`src/rtl/fpu_req_arbiter.sv`:
```
// fpu_req_arbiter
//   Shares one pipelined fpu adder among NREQ requesters. A round-robin
//   arbiter picks one pending requester while idle, the chosen operands are
//   held on the fpu inputs for the adder latency, and the result is presented
//   with the owning requester's index until the consumer accepts it. Only one
//   operation is in flight at a time.
//
// Ports
//   clk, rst            clock, synchronous active-high reset
//   req_valid[NREQ]     requester i has operands pending
//   req_ready[NREQ]     one-hot accept strobe (combinational, idle only)
//   req_a/req_b         packed operands, requester i at [32*i+31:32*i]
//   fpu_op_a/fpu_op_b   operands driven to the fpu (held through the job)
//   fpu_data/status     fpu result and flags ([3]EXACT [2]OVF [1]UNF [0]INEXACT)
//   rsp_valid/ready     result handshake toward the consumer
//   rsp_data/status/id  captured result, flags and owning requester index
//   busy                registered (state != IDLE)
//   op_count            completed hand-offs, wraps at 2^CNT_W
module fpu_req_arbiter #(
  parameter int NREQ    = 4,
  parameter int FPU_LAT = 1,
  parameter int CNT_W   = 16
) (
  input  logic                     clk,
  input  logic                     rst,
  input  logic [NREQ-1:0]          req_valid,
  output logic [NREQ-1:0]          req_ready,
  input  logic [NREQ*32-1:0]       req_a,
  input  logic [NREQ*32-1:0]       req_b,
  output logic [31:0]              fpu_op_a,
  output logic [31:0]              fpu_op_b,
  input  logic [31:0]              fpu_data,
  input  logic [3:0]               fpu_status,
  output logic                     rsp_valid,
  input  logic                     rsp_ready,
  output logic [31:0]              rsp_data,
  output logic [3:0]               rsp_status,
  output logic [$clog2(NREQ)-1:0]  rsp_id,
  output logic                     busy,
  output logic [CNT_W-1:0]         op_count
);

  localparam int IDW = $clog2(NREQ);
  localparam int CW  = $clog2(FPU_LAT + 1);

  typedef enum logic [1:0] {
    S_IDLE = 2'd0,
    S_BUSY = 2'd1,
    S_RESP = 2'd2
  } state_t;

  state_t           r_state;
  state_t           w_state_nxt;
  logic [IDW-1:0]   r_rr_ptr;
  logic [IDW-1:0]   w_gnt_idx;
  logic [IDW-1:0]   w_ptr_nxt;
  logic             w_gnt_found;
  logic             w_hit;
  logic [CW-1:0]    r_cnt;
  logic [31:0]      r_op_a;
  logic [31:0]      r_op_b;
  logic             r_rsp_valid;
  logic [31:0]      r_rsp_data;
  logic [3:0]       r_rsp_status;
  logic [IDW-1:0]   r_rsp_id;
  logic             r_busy;
  logic [CNT_W-1:0] r_op_count;

  // Requester index k positions after p, wrapped into 0..NREQ-1.
  function automatic logic [IDW-1:0] f_wrap(input logic [IDW-1:0] p, input int k);
    int t;
    t = int'(p) + k;
    return (t >= NREQ) ? IDW'(t - NREQ) : IDW'(t);
  endfunction

  // Round-robin search: first valid requester starting at the pointer.
  always_comb begin
    w_gnt_found = 1'b0;
    w_gnt_idx   = '0;
    w_hit       = 1'b0;
    for (int k = 0; k < NREQ; k++) begin
      w_hit       = !w_gnt_found && req_valid[f_wrap(r_rr_ptr, k)];
      w_gnt_idx   = w_hit ? f_wrap(r_rr_ptr, k) : w_gnt_idx;
      w_gnt_found = w_gnt_found | w_hit;
    end
    // The winner drops to lowest priority for the next arbitration.
    w_ptr_nxt = (w_gnt_idx == IDW'(NREQ - 1)) ? '0 : w_gnt_idx + IDW'(1);
  end

  // One-hot accept strobe, only ever asserted while idle.
  always_comb begin
    req_ready = '0;
    if ((r_state == S_IDLE) && w_gnt_found) begin
      req_ready[w_gnt_idx] = 1'b1;
    end else begin
      req_ready = '0;
    end
  end

  // Next-state logic for the IDLE -> BUSY -> RESP -> IDLE sequence.
  always_comb begin
    w_state_nxt = r_state;
    case (r_state)
      S_IDLE:  w_state_nxt = w_gnt_found ? S_BUSY : S_IDLE;
      S_BUSY:  w_state_nxt = (r_cnt == '0) ? S_RESP : S_BUSY;
      S_RESP:  w_state_nxt = rsp_ready ? S_IDLE : S_RESP;
      default: w_state_nxt = S_IDLE;
    endcase
  end

  // State register.
  always_ff @(posedge clk) begin
    if (rst) begin
      r_state <= S_IDLE;
    end else begin
      r_state <= w_state_nxt;
    end
  end

  // Datapath: operand capture, latency countdown, result capture, hand-off count.
  always_ff @(posedge clk) begin
    if (rst) begin
      r_rr_ptr     <= '0;
      r_cnt        <= '0;
      r_op_a       <= 32'd0;
      r_op_b       <= 32'd0;
      r_rsp_valid  <= 1'b0;
      r_rsp_data   <= 32'd0;
      r_rsp_status <= 4'd0;
      r_rsp_id     <= '0;
      r_busy       <= 1'b0;
      r_op_count   <= '0;
    end else begin
      r_busy <= (w_state_nxt != S_IDLE);
      case (r_state)
        S_IDLE: begin
          if (w_gnt_found) begin
            r_op_a   <= req_a[32*int'(w_gnt_idx) +: 32];
            r_op_b   <= req_b[32*int'(w_gnt_idx) +: 32];
            r_rsp_id <= w_gnt_idx;
            r_rr_ptr <= w_ptr_nxt;
            r_cnt    <= CW'(FPU_LAT);
          end
        end
        S_BUSY: begin
          // The extra cycle beyond FPU_LAT lets the fpu output register settle
          // before it is sampled.
          if (r_cnt != '0) begin
            r_cnt <= r_cnt - CW'(1);
          end else begin
            r_rsp_data   <= fpu_data;
            r_rsp_status <= fpu_status;
            r_rsp_valid  <= 1'b1;
          end
        end
        S_RESP: begin
          if (rsp_ready) begin
            r_rsp_valid <= 1'b0;
            r_op_count  <= r_op_count + CNT_W'(1);
          end
        end
        default: begin
          r_cnt <= '0;
        end
      endcase
    end
  end

  assign fpu_op_a   = r_op_a;
  assign fpu_op_b   = r_op_b;
  assign rsp_valid  = r_rsp_valid;
  assign rsp_data   = r_rsp_data;
  assign rsp_status = r_rsp_status;
  assign rsp_id     = r_rsp_id;
  assign busy       = r_busy;
  assign op_count   = r_op_count;

endmodule

```
`config.mk`:
```
export PLATFORM = sky130hd
export DESIGN_NAME = fpu_req_arbiter
export DESIGN_NICKNAME = d
export VERILOG_FILES = /design/src/rtl/fpu_req_arbiter.sv
export SDC_FILE = /design/constraint.sdc
export NUM_CORES = 1
export LEC_CHECK = 0
export ABC_AREA = 1
export BUFFER_PORTS_ARGS = -buffer_cell sky130_fd_sc_hd__buf_4
export CORE_AREA = 2 2 163 165
export DETAILED_ROUTE_END_ITERATION = 10
export DIE_AREA = 0 0 165 167
export HOLD_SLACK_MARGIN = 0.08
export MAX_ROUTING_LAYER = met4
export PLACE_DENSITY_LB_ADDON = 0.25
export SYNTH_ARGS = -nofsm -noshare
export SYNTH_HDL_FRONTEND = slang
export SYNTH_SLANG_ARGS = --single-unit
```
`constraint.sdc`:
```
create_clock -name clk -period 2.2 [get_ports clk]
set_input_delay 0.33 -clock clk [delete_from_list [all_inputs] [get_ports clk]]
set_output_delay 0.33 -clock clk [all_outputs]
set_load 0.01 [all_outputs]
```
==> results.md <==
- Status: complete, but fails checks
- Violations in the final reports: setup timing
- Leading cell types by count after synthesis: inv_1, nand2_1, nand3_1
- DRC errors left: 0
- Max_cap viols: 0
- Startpoint Class: flip-flop
- Total via count in the routed design: approximately 11000
- Netlist area before placement: approximately 0.0085 mm²
- Fraction of final layout cells sized beyond drive strength 1: 0.310
- Die Y: about 170 µm
- Largest stage delay on the critical path: approximately 0.42 ns
- Destination of the worst hold path: rsp_data[5]
- DP Area: about 0.012 mm²
- Cell with the most instances after synthesis: inv_1
- Non-filler instance count after layout: between 2000 and 2500
- R2r endpoint: fpu_op_a[30]
- Critical path data arrival time: 2.19 ns
- Port Buf Inserts: approximately 420
- Overall die width: ~170 µm
- Yosys cell types: 30
- Hold Crit Depth: 3
- Post-layout worst setup margin: -0.324 ns
- Initial Util: 0.332
- Global-route wire length before repair: approximately 51 mm
- Top-Level Pins: between 400 and 500
- Ordered list of cells on the worst path: inv_8 -> nand2_1 -> nand3_1 -> nand2_1 -> nand2_1 -> buf_6 -> nand3_4 -> nand3_4 -> buf_6 -> ha_4 -> inv_2 -> nor2_4 -> buf_6
- Global placement routability congestion: 0.911
- Transition time of the tightest slew-check pin: 0.923 ns
- Max-slew violation total from the final report: 0
- Power per cell area: around 1500 mW/mm²
- Final instance area: 0.0134 mm²
- Final hold viol count: 0
- Gate count after technology mapping: ~1500
- Crit Path Max Fanout: 9
- Number of antenna violations at the first check in global routing: 2
- Critical-path cell with the highest stage delay: dfxtp_4
- Root buffer selected by CTS: clkbuf_16
- Final nets: about 2200
- Largest buffer count on any clock path: 2
- Number of buffers added to fix hold violations after cts: 0
- Total clock buffers created by CTS: 17
- Area of the die: 0.0276 mm²
- Number of iterations in the first detailed-routing pass: 7
- Ys Warns: 0
- R2R setup slack: roughly 0.030 ns
- Cell accounting for the most synthesized area: dfxtp_1
- Count of state elements after synthesis: roughly 130
- Maximum resistive drop on vdd: 0.773 mV
- Setup total negative slack: -1.19 ns
- Detail Route Antenna Nets: 0
- Count of flip-flops with a built-in enable after synthesis: 0
- Start of the worst register-to-register path: r_rr_ptr[0]
- Num Clock Sinks: roughly 130
- Sum of overflow across all layers after global routing: 0
- FFs w/ async S/R, synth: 0
- Layout overhead on the synthesized area: 56.9%
- Clock transition time at the flip-flop clock pins of the worst setup and hold paths: approximately 0.070 ns
- Worst-case reg-to-reg path depth: 15
- Kind of end point of the critical path: output port
- # placed instances: about 2200
- Crit Path Category: flip-flop to output port
- Via density: roughly 4.9
- Worst-case headroom to the max-slew limit: 0.384
- Mean instance size in the synthesized netlist: between 5 and 6 µm²
- Routed Wire Length: approximately 36 mm
- Origin of the worst setup path: r_rr_ptr[0]
- Synth top area share: 0.293
- GRT Resource Usage Total: 0.243
- Final setup violation count: 4
- Path type of the worst min-delay path: input port to flip-flop
- Peak clock frequency supported by timing: 0.396 GHz
- Fraction of the yosys area taken by sequential cells: 0.293
- Total half-perimeter wirelength after legalization and detailed placement: 24.9 mm
- Placement Setup Slack: -0.0489 ns
- Clock latency at the later pin of the worst-skew pair: 0.42 ns
- Pin count of the biggest net entering global routing: 75
- Top cells by area, synth: dfxtp_1, inv_1, nand3_1
- Total core area: about 0.026 mm²
- Syn nets: about 1800
- Total chip power: approximately 0.02 W
- Clock tree skew after final layout: just under 0.009 ns
- Most used DFF post-synth: dfxtp_1
- Min Tclk post-route: between 2 and 3 ns
- Routed wire length per instance: approximately 16 µm
- Site Rows: a little under 60
- Setup repair after global routing missed its margin: true
- Leakage dissipation: roughly 7.7 nW
- Hold path startpoint: fpu_data[5]
- Count of routing violations after the opening detailed-route iteration: roughly 760
- Data required time of the critical path: approximately 1.9 ns
- TritonCTS clock tree: built
- Fraction of the cycle the final worst path needs: 1.15
- # H-tree levels: 4
- Number of global-route vias before repair: just over 10000
## cells in the final DEF, fill, tap and decap left out, types with 14 or more instances in the layout
cell / count
a21oi_1: 54
nor2_1: 136
inv_1: 378
buf_4: 457
buf_12: 14
o21ai_0: 47
clkbuf_16: 25
nand2_2: 16
nand2_1: 227
dfxtp_1: 123
nand3_1: 201
nand4_1: 130
## worst max-delay path: cells and delay by family (launching register included)
family	cells	cell delay, ns
buf+inv	5	0.53
flops	1	0.42
fa+ha+maj	1	0.15
simple gates	7	0.67
## power breakdown
group          internal (W)  switching [W]  total [W]  leakage, nW
registers           0.00306       0.000428    0.00349         1.03
logic               0.00554        0.00775     0.0133         6.41
clock network       0.00163        0.00124    0.00286        0.275
total                0.0102        0.00942     0.0196         7.72
## kinds of logic after synthesis
logic type | count (synthesis) | synth area share
AO/OA/AOI/OAI | 107 | 0.0640
XOR/XNOR | 1 | 0.00103
adder cells (fa/ha/maj) | 5 | 0.00732
buffers and inverters | 492 | 0.233
flip-flops | 125 | 0.293
AND/OR/NAND/NOR | 743 | 0.402
## layer usage
metal  vias to the layer above  wire length (µm)  share of wire  global-route usage
met3                        70              3370          0.093              0.0745
met1                      4939             14000           0.39               0.272
met5                         -                 0              0                   -
met2                       486             17600           0.49               0.404
li1                       5386                 -              -                   -
met4                         0              1200          0.033              0.0892
## final cells by class
class / instances / area [µm²]
Antenna cell: 2 / 5.00
Clock inverter: 14 / 144
Clock buffer: 18 / 439
Fill cell: 2610 / 12400
Inverter: 386 / 1470
Timing Repair Buffer: 496 / 4150
Multi-Input combinational cell: 856 / 4270
Tap cell: 335 / 419
Sequential cell: 125 / 2510
## registers in the layout, indices dropped and copies added, names as in the netlist, 2 cells and up
name and flops:
rsp_data 32, op_count 16, rsp_id 2, fpu_op_b 32
fpu_op_a 32, r_state 2, rsp_status 4, r_rr_ptr 2
## worst max path at each step
stage                              end
after global placement    req_ready[3]
after detailed placement  req_ready[3]
after global routing      req_ready[3]
after floorplan           req_ready[2]
after CTS                 req_ready[0]
final                     req_ready[0]
## per-stage QoR
stage | util | hold slack, ns
floorplan | - | 0.467
global placement | 0.475 | 0.430
detailed placement | 0.475 | 0.435
CTS | 0.503 | 0.173
global route | 0.520 | 0.168
finish | 0.520 | 0.189
## what timing repair did
| action | 4_1_cts | 5_1_grt |
|---|---|---|
| setup buffers | 5 | 7 |
| pin swaps | 15 | 24 |
| endpoints found under the setup margin | 61 | 73 |
| cloned | 0 | 9 |
| gates resized for setup | 37 | 50 |
| hold endpoints to repair | 0 | 0 |
No activity file was read; power rests on OpenSTA's default activity.
